[src/rtl/piso_serializer.sv]
// piso_serializer: parallel-in serial-out shifter with a load handshake.
// Handshake: a word transfers on a rising edge where load_valid && load_ready;
// load_ready is combinational and may rise in the same cycle that the
// current word retires, so back-to-back words stream with no idle gap.
// sr_out / sr_first / sr_last are registered together, so there is no skew
// between a bit and its framing flags. busy is the FSM state (SHIFT) itself.
module piso_serializer #(
    parameter int WIDTH     = 8,
    parameter bit MSB_FIRST = 1'b1
) (
    input  logic             clk,
    input  logic             rst,
    input  logic [WIDTH-1:0] par_in,
    input  logic             load_valid,
    output logic             load_ready,
    input  logic             shift_en,
    output logic             sr_out,
    output logic             sr_valid,
    output logic             sr_first,
    output logic             sr_last,
    output logic             busy,
    output logic             done
);

    localparam int CW = $clog2(WIDTH);
    localparam logic [CW-1:0] LAST_CNT = CW'(WIDTH - 1);

    typedef enum logic {
        S_IDLE  = 1'b0,
        S_SHIFT = 1'b1
    } state_t;

    state_t           state_q, state_d;
    logic [CW-1:0]    cnt_q, cnt_d;
    logic [WIDTH-1:0] shreg_q, shreg_d;
    logic             sr_out_q, sr_out_d;
    logic             sr_first_q, sr_first_d;
    logic             sr_last_q, sr_last_d;
    logic             done_q, done_d;
    logic             retire;
    logic             load_fire;

    // Next-state, datapath and handshake decode. shreg holds the bits that
    // still have to follow the one currently on sr_out.
    always_comb begin
        state_d    = state_q;
        cnt_d      = cnt_q;
        shreg_d    = shreg_q;
        sr_out_d   = sr_out_q;
        sr_first_d = sr_first_q;
        sr_last_d  = sr_last_q;
        done_d     = 1'b0;

        retire     = (state_q == S_SHIFT) && shift_en && (cnt_q == LAST_CNT);
        load_ready = rst && ((state_q == S_IDLE) || retire);
        load_fire  = load_valid && load_ready;

        case (state_q)
            S_IDLE: begin
                sr_out_d   = 1'b0;
                sr_first_d = 1'b0;
                sr_last_d  = 1'b0;
            end
            S_SHIFT: begin
                if (shift_en) begin
                    if (cnt_q == LAST_CNT) begin
                        // Word retires; fall back to idle unless a reload follows.
                        done_d     = 1'b1;
                        state_d    = S_IDLE;
                        cnt_d      = '0;
                        shreg_d    = '0;
                        sr_out_d   = 1'b0;
                        sr_first_d = 1'b0;
                        sr_last_d  = 1'b0;
                    end else begin
                        cnt_d      = cnt_q + 1'b1;
                        sr_first_d = 1'b0;
                        sr_last_d  = ((cnt_q + 1'b1) == LAST_CNT);
                        if (MSB_FIRST) begin
                            sr_out_d = shreg_q[WIDTH-1];
                            shreg_d  = {shreg_q[WIDTH-2:0], 1'b0};
                        end else begin
                            sr_out_d = shreg_q[0];
                            shreg_d  = {1'b0, shreg_q[WIDTH-1:1]};
                        end
                    end
                end
            end
            default: begin
                state_d = S_IDLE;
            end
        endcase

        // An accepted load overrides the idle/retire path above.
        if (load_fire) begin
            state_d    = S_SHIFT;
            cnt_d      = '0;
            sr_first_d = 1'b1;
            sr_last_d  = 1'b0;
            if (MSB_FIRST) begin
                sr_out_d = par_in[WIDTH-1];
                shreg_d  = {par_in[WIDTH-2:0], 1'b0};
            end else begin
                sr_out_d = par_in[0];
                shreg_d  = {1'b0, par_in[WIDTH-1:1]};
            end
        end
    end

    // State and output registers with synchronous active-low reset.
    always_ff @(posedge clk) begin
        if (!rst) begin
            state_q    <= S_IDLE;
            cnt_q      <= '0;
            shreg_q    <= '0;
            sr_out_q   <= 1'b0;
            sr_first_q <= 1'b0;
            sr_last_q  <= 1'b0;
            done_q     <= 1'b0;
        end else begin
            state_q    <= state_d;
            cnt_q      <= cnt_d;
            shreg_q    <= shreg_d;
            sr_out_q   <= sr_out_d;
            sr_first_q <= sr_first_d;
            sr_last_q  <= sr_last_d;
            done_q     <= done_d;
        end
    end

    assign sr_out   = sr_out_q;
    assign sr_first = sr_first_q;
    assign sr_last  = sr_last_q;
    assign sr_valid = (state_q == S_SHIFT);
    assign busy     = (state_q == S_SHIFT);
    assign done     = done_q;

endmodule

[config.mk]
export PLATFORM = sky130hd
export DESIGN_NAME = piso_serializer
export DESIGN_NICKNAME = d
export VERILOG_FILES = /design/src/rtl/piso_serializer.sv
export SDC_FILE = /design/constraint.sdc
export NUM_CORES = 1
export LEC_CHECK = 0
export CAP_MARGIN = 20
export CORE_MARGIN = 3
export CORE_UTILIZATION = 35
export CTS_BUF_LIST = sky130_fd_sc_hd__clkbuf_8
export CTS_CLUSTER_DIAMETER = 40
export DETAILED_ROUTE_END_ITERATION = 7
export HOLD_SLACK_MARGIN = 0.02
export PLACE_DENSITY = 0.66
export SYNTH_ARGS = -nofsm -noshare
export SYNTH_HDL_FRONTEND = slang
export SYNTH_SLANG_ARGS = --single-unit
[constraint.sdc]
create_clock -name clk -period 2.6 [get_ports clk]
set_input_delay 0.26 -clock clk [delete_from_list [all_inputs] [get_ports clk]]
set_output_delay 0.26 -clock clk [all_outputs]
set_load 0.05 [all_outputs]
[Word level (Yosys, flattened, before mapping)]
Index checks and enable logic that the tools add are counted.
Storage, ports and cells
  register bits: 16
  output and inout bits: 7
  word-level logic and storage cells: 46
  bits of input ports: 12
Cells by class
  reduce and logical (&&, ||, !) cells: 11
  $add $sub $neg: 1
  equality and inequality tests: 4
  mux-type cells: 20
  bitwise logic cells: 2
Operator list (count)
  8-bit two-way mux: 4
  1-bit two-way mux: 12
  3-bit equality test, second input constant: 2
  1-bit case mux with 2 select lines: 3
  1-bit logical AND: 4
  2-bit AND reduction: 2
  2-bit nonzero test: 2
  3-bit by 1-bit adder with 3-bit output, second input constant: 1
  3-bit two-way mux: 1
  3-bit by 2-bit != test with 1-bit output, second input constant: 1
  3-bit AND reduction: 1
  2-bit != test, second input constant: 1
  1-bit inverter: 2
  2-bit OR reduction: 1
  1-bit logical OR: 1

[Logic depth before layout (Yosys ltp)]
Gate-level depths: netlist (run 1).
  word-level depth: 7
  depth in mapped cells: 6
  depth with buffers taken out: 5

[Least setup slack after synthesis (run 1)]
Ideal clock, no wire load.
  kind: register to output
  start point: register cnt_q[0]
  end point: output load_ready
  data arrival time: 1.530 ns
  required time: 2.340 ns
  cell stages (with the launch flop): 5
  buffers on the path: 0
  setup slack: 0.810 ns
  path through: dfxtp_1 > ha_1 > ha_1 > a21boi_4 > nor2b_1
On the way
  cells in the longest elaborated chain, start to end: 4
Ends and longest elaborated chain
  from (decl): RTL line 34  | logic [CW-1:0] cnt_q, cnt_d;
  from (signal assigned): RTL line 122  | cnt_q <= cnt_d;
  3-bit equality test: RTL line 54  | retire = (state_q == S_SHIFT) && shift_en && (cnt_q == LAST_CNT);
  1-bit logical AND: RTL line 54
  1-bit logical OR: RTL line 55  | load_ready = rst && ((state_q == S_IDLE) || retire);
  1-bit logical AND: RTL line 55
  to (decl): RTL line 15  | output logic load_ready,
Every way passes these cells.

[Worst setup path in the final report (run 1)]
Ends and elaborated chain as after synthesis.

==> results_tabular.tex, run 1 <==
\begin{tabular}{lr}
\hline
Metric & Value \\
\hline
\multicolumn{2}{l}{\textbf{Run status}} \\
Result of the run & complete, no violations \\
\multicolumn{2}{l}{\textbf{Worst setup path}} \\
Cell occurring most often along the worst timing path & ha\_1 \\
Kind of start point of the critical path & flip-flop \\
Maximum fanout count along the critical path & 13 \\
Category of the worst setup path capture point & output pin \\
Type of the setup path with the least slack & flip-flop to output pin \\
Worst flop-to-flop path startpoint & cnt\_q[0] \\
Critical path arrival & 1800 ps \\
Required time of the critical path & 2340 ps \\
Stage delay of the slowest cell on the critical path & 360 ps \\
Worst setup path start & cnt\_q[0] \\
Kind of cell adding the most delay to the critical path & adder cells \\
Cell at the slowest stage of the critical path & a21boi\_4 \\
CP Buf/Inv Count & 1 \\
Ordered list of cells on the worst path & ha\_1, ha\_1, a21boi\_4, nor2b\_1, buf\_4 \\
\multicolumn{2}{l}{\textbf{Timing}} \\
Final worst path period need & 2060 ps \\
Final critical-path setup slack & 544 ps \\
Final setup violation count & 0 \\
Skew final & 2.88 ps \\
Slew of the pin with the lowest slew margin & 496 ps \\
Setup Total Neg Slack & 0 ps \\
Pins over their slew limit & 0 \\
Hold violation total from the final report & 0 \\
Final critical-path share of the clock period & 79.1\% \\
Fmax & 486 MHz \\
Final Hold Slack & 463 ps \\
Max transition margin & 66.8\% \\
RSZ-0062 raised after global routing & false \\
\multicolumn{2}{l}{\textbf{Synth}} \\
Number of instances in the synthesized netlist & 91 \\
Post-synthesis adder-cell area fraction & 4.60\% \\
Cells taking the most area after synthesis & dfxtp\_1 (37\%), o32ai\_1 (6.4\%), nand2b\_1 (5.4\%), nor2b\_1 (5.4\%), ha\_1 (4.6\%) \\
Post-synthesis compound-gate area fraction & 22.9\% \\
Synthesized flop and latch total & 15 \\
Synthesis Warnings & 0 \\
Xor/xnor cell area share of the yosys netlist & 0\% \\
Post-synthesis mux area share & 1.84\% \\
Post-synthesis area per instance & 8.96 µm² \\
Nets in the synthesized netlist & 106 \\
Netlist area before placement & 816 µm² \\
Share of the synthesized area in the top cell type & 36.8\% \\
Fraction of the yosys area taken by sequential cells & 36.8\% \\
Largest family of logic cells by synthesized area & simple AND/OR/NAND/NOR gates \\
Post-synthesis simple-gate area fraction & 26.2\% \\
Unique cell type count in the Yosys netlist & 33 \\
Synth area leader & dfxtp\_1 \\
\multicolumn{2}{l}{\textbf{Final layout}} \\
Synthesis-to-finish area growth & 24.7\% \\
Most common library cell in the layout ignoring fill and taps & clkdlybuf4s50\_1 \\
Fraction of final layout cells sized beyond drive strength 1 & 11.3\% \\
Final Core Density & 48.9\% \\
Layout fillers & 221 \\
Area used by multi-input combinational logic & 453 µm² \\
Antenna diode count & 0 \\
Sequential cell area & 300 µm² \\
Top library cells by usage in the layout, fill and taps aside & clkdlybuf4s50\_1 (17), dfxtp\_1 (15), nor2\_1 (9) \\
Post-layout instance area & 1020 µm² \\
Nets & 122 \\
\multicolumn{2}{l}{\textbf{Route}} \\
Total number of vias & 674 \\
Number of design rule violations left after detail routing & 0 \\
Sum of routed wire length over all layers & 1650 µm \\
Remaining antenna violation count & 0 \\
Avg Vias per Cell & 5.07 \\
First-pass iteration count of the detailed router & 4 \\
Post-detailed-route wirelength per cell & 12.4 µm \\
Count of routing violations after the opening detailed-route iteration & 6 \\
\multicolumn{2}{l}{\textbf{Die}} \\
Core area & 2080 µm² \\
Overall die area & 2950 µm² \\
FP Rows & 16 \\
Height of the die & 54.3 µm \\
Effective utilization at floorplan & 39.2\% \\
Overall die width & 54.3 µm \\
Number of primary I/O pins & 19 \\
\multicolumn{2}{l}{\textbf{Pwr}} \\
Proportion of power drawn by the clock network & 34.2\% \\
Pwr/cell area & 539 nW/µm² \\
Cell Int Power & 399 µW \\
Static leakage & 0.394 nW \\
Power share of the sequential group & 46.4\% \\
Switching Share & 27.2\% \\
Worst vdd rail ir drop & 0.276 mV \\
Power share of the combinational group & 19.4\% \\
Switching power summed over all nets & 149 µW \\
\multicolumn{2}{l}{\textbf{Run}} \\
Max-cap viol count & 0 \\
\multicolumn{2}{l}{\textbf{CTS}} \\
Number of instances resized during post-cts repair & 0 \\
Clock sink count & 15 \\
Inserted Clock Buffers & 3 \\
Root cell of the clock tree & clkbuf\_8 \\
Hold-fix buffers, CTS & 0 \\
CTS tree & yes \\
Number of setup buffers added after CTS & 0 \\
CTS H-Tree Depth & 1 \\
CTS clock-pin slew for the worst setup and hold paths & 60 ps \\
Clock latency at the later pin of the worst-skew pair & 250 ps \\
Buffer levels on the longest clock path & 2 \\
\multicolumn{2}{l}{\textbf{Placement}} \\
Cell area after placement & 972 µm² \\
Post-place setup slack & 794 ps \\
Gp weighted congestion & 0.719 \\
Number of buffers added on ports & 18 \\
Detail Placement HPWL & 1130 µm \\
\multicolumn{2}{l}{\textbf{Hold path}} \\
Worst hold-check path type & flip-flop to flip-flop \\
Launch instance of the worst min-delay path & cnt\_q[2] \\
\multicolumn{2}{l}{\textbf{Global routing}} \\
Maximum number of pins on one net before global-route repair & 16 \\
Global route total overflow & 0 \\
Vias in the first global route & 628 \\
Global routing usage summed across all routing layers & 13.2\% \\
Initial antenna violation count & 0 \\
Wire length of the first global-routing pass & 2800 µm \\
\hline
\end{tabular}
-- metrics by stage --
stage / total power [mW] / std cells
6_report: 0.548 / 133
5_1_grt: 0.575 / 133
4_1_cts: 0.555 / 133
3_5_place_dp: 0.366 / 129
3_3_place_gp: 0.365 / 129
2_1_floorplan: 0.332 / 91
-- sequential cells by signal (all words and copies together) (netlist names) --
| signal | flops |
|---|---|
| shreg_q | 7 |
| busy | 1 |
| sr_last | 1 |
| sr_first | 1 |
| sr_out | 1 |
| done | 1 |
| cnt_q | 3 |
-- Yosys cell counts --
cell type,number
nand3_1,1
nand2b_1,7
a21oi_1,3
o21ai_0,7
and3_1,1
nor2_1,9
nor3_1,1
mux2_4,1
buf_4,1
ha_1,3
nor2_2,1
o21ai_2,1
o21ai_1,1
nor3b_1,2
clkbuf_1,1
nand2_1,4
and2b_2,1
and4b_2,1
nand3b_1,1
a21boi_0,1
a311oi_2,1
inv_1,2
and2_1,1
o32ai_1,6
buf_6,3
a21boi_4,1
nor2b_1,7
nand2_2,1
dfxtp_1,15
o22ai_1,1
o21a_1,2
a21boi_1,1
buf_2,2
-- path summary, 6_finish.rpt --
kind                                   end  cells past startpoint  slack, ps
worst max register to register    cnt_q[1]                      5        870
worst max-delay path            load_ready                      5        540
worst min register to register    cnt_q[2]                      2        460
worst min-delay path              cnt_q[2]                      2        460
-- worst reg2reg max path, cell delays in order (launching register included) --
cell,delay (ps)
dfxtp_1,330
ha_1,210
ha_1,350
a21boi_4,370
o21ai_2,130
a311oi_2,260
-- power groups by stage --
stage          clock network (mW)  logic (mW)  registers, mW
2_1_floorplan                   0      0.0660          0.266
5_1_grt                     0.202       0.117          0.256
3_3_place_gp                    0       0.106          0.259
4_1_cts                     0.193       0.107          0.254
3_5_place_dp                    0       0.106          0.259
6_report                    0.188       0.106          0.254
-- cells by family (layout without fill, tap and decap cells) --
group	count (synthesis)	after routing
buffers and inverters	9	24
DFF	15	15
AOI/OAI and AO/OA	25	25
adders and majority gates	3	3
and+or+nand+nor	38	38
muxes	1	1
-- layer usage --
metal / wire length (µm) / vias up / GRT usage [%] / part of all wire [%]
met2: 765 / 16 / 20.1 / 46
li1: - / 346 / - / -
met4: 22 / 0 / 7.47 / 1.3
met5: 0 / - / 0 / 0
met3: 84 / 4 / 2.45 / 5.1
met1: 781 / 308 / 17.4 / 47
-- layout make-up --
cell class                      count  area share [%]
Inverter                            2           0.738
Multi-Input combinational cell     67            44.5
Clock inverter                      1           0.369
Clock buffer                        3            4.06
Tap cell                           27            3.32
Sequential cell                    15            29.5
Timing Repair Buffer               18            17.5
No activity file was read; power rests on OpenSTA's default activity.
==> inputs of run 2 (changes only) <==
Clock period 2.6 ns to 2.1 ns, I/O delays scaled along.
==> run 2 against run 1 <==
Compared with the run above:
- final cell count increased by 2.3%
- clock power increased by 21%
- power increased by 24%
- wire length decreased by 3.0%
- sequential share of layout area decreased by 1.1 points
- combinational power increased by 36%
- setup slack got worse by 340 ps
- largest power group unchanged
==> results_tabular.tex, run 2 (synthesis gave the netlist of run 1 again) <==
\begin{tabular}{lr}
\hline
Metric & Value \\
\hline
\multicolumn{2}{l}{\textbf{Timing}} \\
Pins over their slew limit & 0 \\
Final setup violation count & 0 \\
RSZ-0062 raised after global routing & false \\
Fmax & 528 MHz \\
Slew of the pin with the lowest slew margin & 498 ps \\
Final worst path period need & 1890 ps \\
Max transition margin & 66.7\% \\
Hold violation total from the final report & 0 \\
Setup Total Neg Slack & 0 ps \\
Skew final & 0.787 ps \\
Final critical-path setup slack & 207 ps \\
Final critical-path share of the clock period & 90.1\% \\
\multicolumn{2}{l}{\textbf{Pwr}} \\
Cell Int Power & 502 µW \\
Power share of the sequential group & 45.6\% \\
Proportion of power drawn by the clock network & 33.3\% \\
Power share of the combinational group & 21.1\% \\
Pwr/cell area & 647 nW/µm² \\
Design Power & 682 µW \\
Worst vdd rail ir drop & 0.354 mV \\
Static leakage & 0.409 nW \\
Switching Share & 26.5\% \\
Switching power summed over all nets & 180 µW \\
\multicolumn{2}{l}{\textbf{Final layout}} \\
Largest registers & shreg\_q: 7 flops, cnt\_q: 3 flops \\
Synthesis-to-finish area growth & 29.3\% \\
Register name with the most flops & shreg\_q \\
Top library cells by usage in the layout, fill and taps aside & clkdlybuf4s50\_1 (17), dfxtp\_1 (15), nor2\_1 (9) \\
Fraction of final layout cells sized beyond drive strength 1 & 14.7\% \\
Layout fillers & 212 \\
Antenna diode count & 0 \\
Post-layout instance area & 1050 µm² \\
Nets & 125 \\
Post-Layout Cell Count & 136 \\
Largest register FFs & 7 \\
Most common library cell in the layout ignoring fill and taps & clkdlybuf4s50\_1 \\
\multicolumn{2}{l}{\textbf{Worst setup path}} \\
Cell at the slowest stage of the critical path & dfxtp\_1 \\
Maximum fanout count along the critical path & 13 \\
Ordered list of cells on the worst path & ha\_1, ha\_2, a21boi\_4, nor2b\_1, buf\_12 \\
Critical path arrival & 1680 ps \\
Worst setup path start & cnt\_q[1] \\
Category of the worst setup path capture point & output pin \\
Kind of start point of the critical path & flip-flop \\
Worst flop-to-flop path startpoint & cnt\_q[0] \\
Stage delay of the slowest cell on the critical path & 370 ps \\
Type of the setup path with the least slack & flip-flop to output pin \\
Required time of the critical path & 1890 ps \\
\multicolumn{2}{l}{\textbf{CTS}} \\
Root cell of the clock tree & clkbuf\_8 \\
CTS H-Tree Depth & 1 \\
CTS clock-pin slew for the worst setup and hold paths & 60 ps \\
Buffer levels on the longest clock path & 2 \\
Inserted Clock Buffers & 3 \\
CTS tree & yes \\
Number of setup buffers added after CTS & 0 \\
Clock latency at the later pin of the worst-skew pair & 240 ps \\
Clock sink count & 15 \\
Hold-fix buffers, CTS & 0 \\
\multicolumn{2}{l}{\textbf{Die}} \\
Core area & 2080 µm² \\
FP Rows & 16 \\
Height of the die & 54.3 µm \\
Effective utilization at floorplan & 39.2\% \\
Overall die width & 54.3 µm \\
Overall die area & 2950 µm² \\
Number of primary I/O pins & 19 \\
\multicolumn{2}{l}{\textbf{Route}} \\
Total number of vias & 667 \\
Remaining antenna violation count & 0 \\
Number of design rule violations left after detail routing & 0 \\
Count of routing violations after the opening detailed-route iteration & 5 \\
Post-detailed-route wirelength per cell & 11.8 µm \\
Avg Vias per Cell & 4.90 \\
Sum of routed wire length over all layers & 1610 µm \\
First-pass iteration count of the detailed router & 4 \\
\multicolumn{2}{l}{\textbf{Global routing}} \\
Initial antenna violation count & 0 \\
Global route total overflow & 0 \\
Maximum number of pins on one net before global-route repair & 15 \\
Global routing usage summed across all routing layers & 13.3\% \\
Wire length of the first global-routing pass & 2750 µm \\
Vias in the first global route & 629 \\
\multicolumn{2}{l}{\textbf{Placement}} \\
Gp weighted congestion & 0.745 \\
Post-place setup slack & 337 ps \\
Detail Placement HPWL & 1180 µm \\
Cell area after placement & 1010 µm² \\
Number of buffers added on ports & 18 \\
Placed cells & 132 \\
\multicolumn{2}{l}{\textbf{Run}} \\
Max-cap viol count & 0 \\
\multicolumn{2}{l}{\textbf{Hold path}} \\
Worst hold-check path type & flip-flop to flip-flop \\
Launch instance of the worst min-delay path & shreg\_q[1] \\
\multicolumn{2}{l}{\textbf{Run status}} \\
Result of the run & complete, no violations \\
\hline
\end{tabular}
==> run 2: area by class of cell <==
class / count / area (µm²) / area share (%)
multi-input combinational: 67 / 455 / 43.2
sequential: 15 / 300 / 28.5
timing repair buffer: 21 / 213 / 20.2
clock buffer: 3 / 41.3 / 3.91
tap: 27 / 33.8 / 3.20
inverter: 2 / 7.51 / 0.712
clock inverter: 1 / 3.75 / 0.356
==> run 2: power by group through the flow <==
stage / logic (mW) / registers (mW) / clock network [mW]
after global placement: 0.144 / 0.317 / 0
after CTS: 0.145 / 0.311 / 0.236
after detailed placement: 0.145 / 0.317 / 0
after global routing: 0.158 / 0.312 / 0.247
after floorplan: 0.0817 / 0.330 / 0
final: 0.144 / 0.311 / 0.227
==> run 2: timing repair <==
| action | CTS | global route |
|---|---|---|
| endpoints found under the hold margin | 0 | 0 |
| resized for setup | 0 | 1 |
| setup endpoints to repair | 0 | 1 |
==> run 2: critical path: cells and delay by family (launching register included) <==
kind	cells	cell delay (ps)
compound gates	1	140
buf+inv	1	170
simple gates	1	240
flops	1	370
fa+ha+maj	2	510
==> run 2: final timing paths <==
path	depth (start not counted)	slack, ps	endpoint
hold reg to reg	2	470	shreg_q[1]
setup reg to reg	5	550	cnt_q[1]
setup / recovery	5	210	load_ready
hold / removal	2	470	shreg_q[1]
==> run 2: metal layers <==
layer	track usage (%)	vias to the layer above	wire length (µm)
met1	16.3	301	767
li1	-	350	-
met5	0	-	0
met2	20.5	12	737
met3	3.27	4	64
met4	8.71	0	35
==> run 2: through the flow <==
| stage | util [%] | hold WS [ps] |
|---|---|---|
| after detailed placement | 48.4 | 461 |
| after CTS | 50.5 | 471 |
| after global routing | 50.7 | 487 |
| after global placement | 48.4 | 454 |
| after floorplan | - | 356 |
| final | 50.7 | 470 |
==> inputs of run 3 (changes only) <==
Settings changed: REMOVE_ABC_BUFFERS from default to 1.
==> run 3 against run 2 <==
Compared with the run above:
- critical path depth stayed put
- via count rose by 0.75%
- setup slack better by 2.5 ps
- power is 0.53% lower
- sequential share of layout area increased by 0.20 points
- non-clock buffer count shrank 1
- design area shrank 0.71%
- global-route usage shrank 0.64 points
- final cell count shrank 0.74%
- clock-buffer cell count stayed put
- hold slack improved by 2.1 ps
- largest cell class unchanged
==> results_tabular.tex, run 3 (synthesis gave the netlist of run 1 again) <==
\begin{tabular}{lr}
\hline
Metric & Value \\
\hline
\multicolumn{2}{l}{\textbf{Run status}} \\
Result of the run & complete, no violations \\
\multicolumn{2}{l}{\textbf{Worst setup path}} \\
Stage delay of the slowest cell on the critical path & 360 ps \\
Kind of start point of the critical path & flip-flop \\
Required time of the critical path & 1890 ps \\
Maximum fanout count along the critical path & 13 \\
Kind of cell adding the most delay to the critical path & adder cells \\
CP Buf/Inv Count & 1 \\
Type of the setup path with the least slack & flip-flop to output pin \\
Ordered list of cells on the worst path & ha\_1, ha\_2, a21boi\_4, nor2b\_1, buf\_12 \\
Critical path arrival & 1680 ps \\
Category of the worst setup path capture point & output pin \\
Cell at the slowest stage of the critical path & dfxtp\_1 \\
\multicolumn{2}{l}{\textbf{CTS}} \\
Clock latency at the later pin of the worst-skew pair & 240 ps \\
CTS H-Tree Depth & 1 \\
Inserted Clock Buffers & 3 \\
Buffer levels on the longest clock path & 2 \\
CTS clock-pin slew for the worst setup and hold paths & 60 ps \\
Number of setup buffers added after CTS & 0 \\
Clock sink count & 15 \\
CTS tree & yes \\
Root cell of the clock tree & clkbuf\_8 \\
\multicolumn{2}{l}{\textbf{Global routing}} \\
Highest-utilization routing layer at the global route stage & met2 \\
Wire length of the first global-routing pass & 2750 µm \\
Met1 GRT Util & 14.3\% \\
Met2 usage in global routing & 22.5\% \\
Global route total overflow & 0 \\
Maximum number of pins on one net before global-route repair & 15 \\
Initial antenna violation count & 0 \\
Global routing usage summed across all routing layers & 12.7\% \\
Vias in the first global route & 665 \\
Fraction of met3 tracks used by global routing & 3.27\% \\
\multicolumn{2}{l}{\textbf{Timing}} \\
Final critical-path share of the clock period & 90.0\% \\
Fmax & 529 MHz \\
Setup Total Neg Slack & 0 ps \\
Final setup violation count & 0 \\
Slew of the pin with the lowest slew margin & 493 ps \\
Max transition margin & 67.0\% \\
Final worst path period need & 1890 ps \\
RSZ-0062 raised after global routing & false \\
Pins over their slew limit & 0 \\
Skew final & 3.81 ps \\
Hold violation total from the final report & 0 \\
\multicolumn{2}{l}{\textbf{Final layout}} \\
Nets & 124 \\
Antenna diode count & 0 \\
Largest registers & shreg\_q: 7 flops, cnt\_q: 3 flops \\
Synthesis-to-finish area growth & 28.4\% \\
Register name with the most flops & shreg\_q \\
Fraction of final layout cells sized beyond drive strength 1 & 13.9\% \\
Top library cells by usage in the layout, fill and taps aside & clkdlybuf4s50\_1 (17), dfxtp\_1 (15), nor2\_1 (9) \\
Most common library cell in the layout ignoring fill and taps & clkdlybuf4s50\_1 \\
Largest register FFs & 7 \\
Post-layout instance area & 1050 µm² \\
\multicolumn{2}{l}{\textbf{Pwr}} \\
Pwr/cell area & 648 nW/µm² \\
Worst vdd rail ir drop & 0.338 mV \\
Design Power & 679 µW \\
Static leakage & 0.405 nW \\
\multicolumn{2}{l}{\textbf{Die}} \\
FP Rows & 16 \\
Overall die area & 2950 µm² \\
Overall die width & 54.3 µm \\
Height of the die & 54.3 µm \\
Number of primary I/O pins & 19 \\
Effective utilization at floorplan & 39.2\% \\
Core area & 2080 µm² \\
\multicolumn{2}{l}{\textbf{Run}} \\
Max-cap viol count & 0 \\
\multicolumn{2}{l}{\textbf{Route}} \\
Avg Vias per Cell & 4.98 \\
Remaining antenna violation count & 0 \\
Count of routing violations after the opening detailed-route iteration & 5 \\
Sum of routed wire length over all layers & 1580 µm \\
Total number of vias & 672 \\
Post-detailed-route wirelength per cell & 11.7 µm \\
Number of design rule violations left after detail routing & 0 \\
First-pass iteration count of the detailed router & 4 \\
\multicolumn{2}{l}{\textbf{Placement}} \\
Cell area after placement & 1000 µm² \\
Number of buffers added on ports & 18 \\
Detail Placement HPWL & 1140 µm \\
Gp weighted congestion & 0.751 \\
\multicolumn{2}{l}{\textbf{Hold path}} \\
Worst hold-check path type & flip-flop to flip-flop \\
\hline
\end{tabular}
[run 3: cell count changes in the layout (fill, tap and decap cells not counted)]
cell / previous run / this run
buf_4: 3 / 2
[run 3: layout make-up]
type                       count  area (µm²)
multi-input combinational     67         455
tap                           27        33.8
clock buffer                   3        41.3
inverter                       2        7.51
timing repair buffer          20         205
clock inverter                 1        3.75
sequential                    15         300
fill                         215        1030
[run 3: power breakdown]
part	internal (mW)	switching, mW	total [mW]
logic	0.0685	0.0742	0.143
clock network	0.129	0.0956	0.225
registers	0.302	0.00881	0.311
total	0.500	0.179	0.679
[run 3: timing repair]
action	4_1_cts	5_1_grt
hold buffers	0	0
resized for setup	0	1
endpoints found under the setup margin	0	1
[run 3: final timing paths]
check / from / to / slack (ps) / cells past startpoint
setup / recovery: cnt_q[1] / load_ready / 210 / 5
hold / removal: cnt_q[2] / cnt_q[2] / 470 / 2
setup reg to reg: cnt_q[0] / cnt_q[1] / 530 / 5
hold reg to reg: cnt_q[2] / cnt_q[2] / 470 / 2
[run 3: per-stage QoR]
step / hold WS (ps) / util, % / setup WS, ps / std cells
6_report: 472 / 50.3 / 210 / 135
4_1_cts: 477 / 50.2 / 31.7 / 135
5_1_grt: 510 / 50.3 / 105 / 135
3_3_place_gp: 460 / 48.0 / 381 / 131
3_5_place_dp: 461 / 48.0 / 319 / 131
2_1_floorplan: 322 / - / 98.8 / 84
[run 3: worst reg2reg max path, cell delays in order, from the launching register on]
cell and delay, ps:
dfxtp_1 320, ha_1 200, ha_2 260, a21boi_4 330, o21ai_2 120, a311oi_2 240
[run 3: routing by layer]
| layer | vias up | share of wire (%) |
|---|---|---|
| met5 | - | 0 |
| met4 | 0 | 0.51 |
| met3 | 2 | 6.7 |
| met2 | 20 | 46 |
| met1 | 300 | 47 |
| li1 | 350 | - |
==> variant (config.mk and constraints of run 3) <==
Set the parameter `WIDTH` to 4 (it was 8).
--- a/src/rtl/piso_serializer.sv
+++ b/src/rtl/piso_serializer.sv
@@ -6,5 +6,5 @@
 // between a bit and its framing flags. busy is the FSM state (SHIFT) itself.
 module piso_serializer #(
-    parameter int WIDTH     = 8,
+    parameter int WIDTH     = 4,
     parameter bit MSB_FIRST = 1'b1
 ) (
Ports: changed (resized par_in); port bits go from 19 to 15. The function was not compared with the original's and may differ.
==> variant against run 3 <==
- power fell by 27%
- synthesized area fell by 36%
- first-iteration DRC count rose to 2.6 times the old value
- sequential cell count fell by 5
- sequential power fell by 34%
- count of clock-buffer cells in the layout did not move
- wire length fell by 28%
- utilization rose by 2.4 points
- setup slack improved by 0.18 ns
- design area fell by 32%
==> variant: results (changes against run 3) <==
Place
  – DPL Wire Length: 831 um (-27%)
  – Dpl cell area: 670.6 um2 (-33%)
  – DP Worst Slack: 0.3960 ns (+0.07693 ns)
  – IO buf count: 14 (-4)
  – RD Place Congestion: 0.7636 (+1.7%)

Pwr
  – LEAKAGE: 0.2800 nW (-31%)
  – VDD IR max: 0.4963 mV (+47%)

Clocking
  – Postcts setup bufs: 0 (unchanged)
  – PostCTS Resize Cnt: 0 (unchanged)
  – Clk buf depth: 2 (unchanged)
  – CTS root buffer: clkbuf_8
  – Clk slew on worst S/H paths: 0.04 ns (-0.02 ns)
  – Clk Latency, worst-skew pair: between 0.2 and 0.25 ns
  – Num CTS Buffers: 3 (unchanged)
  – Max H-tree Level: 1 (unchanged)

Drt
  – Top Metal Used: met4
  – Iteration count of the initial detailed-routing pass: 4 (unchanged)
  – Met3 Wirelength: 80 um (-25%)
  – Starting DRT DRC Count: 13 (+8)
  – Metal2 WL: 497 um (-31%)
  – Via count: 472 (-30%)
  – WL final: 1141 um (-28%)
  – Met1 WL: 548 um (-26%)

Worst setup path
  – CP delay by family, top: buffers and inverters
  – CP Max Fanout: 13 (unchanged)
  – Critical path's slowest cell: clkdlybuf4s50_1
  – Crit-path max cell delay: 0.74 ns (+0.38 ns)
  – Arrival @ worst endpoint: 1.50 ns (-0.18 ns)

Synthesis
  – Netlist cell types: 25 (-24%)
  – Synth area leaders: dfxtp_1 39%, nand2_1 5.1%, nand4b_1 5.1%
  – Post-synth ARST share: 0 (unchanged)
  – Post-synthesis mux area share: 0.02169 (+0.003282)
  – Synth Area in Compound Gates: 0.2169 (-0.01166)
  – Xor/xnor share of the synthesized area: 0 (unchanged)
  – Post-synthesis adder-cell area fraction: 0.04819 (+0.002181)
  – Sequential area share after synthesis: 0.3855 (+0.01744)
  – Top cell types by occurrence after synthesis: 10 x dfxtp_1, 7 x nand2_1, 5 x nor2_1
  – Ys Warns: 0 (unchanged)

Worst hold path
  – Hold WC Path Type: flop to flop

GRT
  – Initial antenna violation count: 0 (unchanged)
  – Total GRT Usage: 0.1269 (+0.0002331)
  – Largest net degree at the start of global routing: 16 (+1)
  – First-pass GRT wire length: 1897 um (-31%)
  – Vias in the first global route: 429 (-35%)

Timing
  – Slew margin rel.: 0.6631 (-0.007228)
  – Worst Skew: 0.002489 ns (-0.001320 ns)

Cells and area
  – N_diodes: 0 (unchanged)
  – Biggest regs: shreg_q (3), cnt_q (2)
  – Number of fillers in the final layout: 142 (-34%)
  – Layout cell share with drive strength beyond 1: 0.09722 (-0.04167)
  – Nets: 84 (-32%)

Run status
  – Outcome: finished, final reports clean
## variant: changes by cell type in the layout (fill, tap and decap cells not counted), sizes merged, moves of 5 or more
| cell | change |
|---|---|
| nand2b | -5 |
| nor2 | -5 |
| nor2b | -7 |
| o32ai | -6 |
| o21ai | -9 |
| dfxtp | -5 |
## variant: stage by stage
stage	util	std cells
final	0.5273	87
after global placement	0.4968	84
after detailed placement	0.4968	84
after floorplan	-	54
after CTS	0.5273	87
after global routing	0.5273	87
## variant: per-layer routing
metal / global-route usage / vias up
li1: - / 240
met1: 0.1659 / 213
met2: 0.1891 / 17
met3: 0.05285 / 2
met4: 0.03614 / 0
met5: 0 / -
## variant: report_power, final
| group | switching, W | internal, W |
|---|---|---|
| registers | 0.00000557 | 0.000200 |
| clock network | 0.0000632 | 0.000124 |
| logic | 0.0000563 | 0.0000436 |
| total | 0.000125 | 0.000368 |
## variant: cell type report
class	instances	area (um2)	share of cell area
Clock buffer	3	41.29	0.05800
Tap cell	15	18.77	0.02636
Inverter	2	7.507	0.01054
Multi-Input combinational cell	42	286.5	0.4025
Sequential cell	10	200.2	0.2812
Timing Repair Buffer	15	157.7	0.2214
## variant: tightest hold or removal path, cell delays in order (launching register included)
cell and delay [ns]:
dfxtp_1 0.30, nand4b_1 0.09, nand2_1 0.05
## variant: final timing paths
| check | from | endpoint | slack (ns) | cells after the start |
|---|---|---|---|---|
| worst max-delay path | shift_en | load_ready | 0.39 | 4 |
| worst min-delay path | sr_first$_SDFFE_PN0P_ | sr_first$_SDFFE_PN0P_ | 0.49 | 2 |
| worst max register to register | cnt_q[0]$_SDFFE_PP0P_ | sr_out$_SDFFE_PN0P_ | 0.72 | 4 |
| worst min register to register | sr_first$_SDFFE_PN0P_ | sr_first$_SDFFE_PN0P_ | 0.49 | 2 |
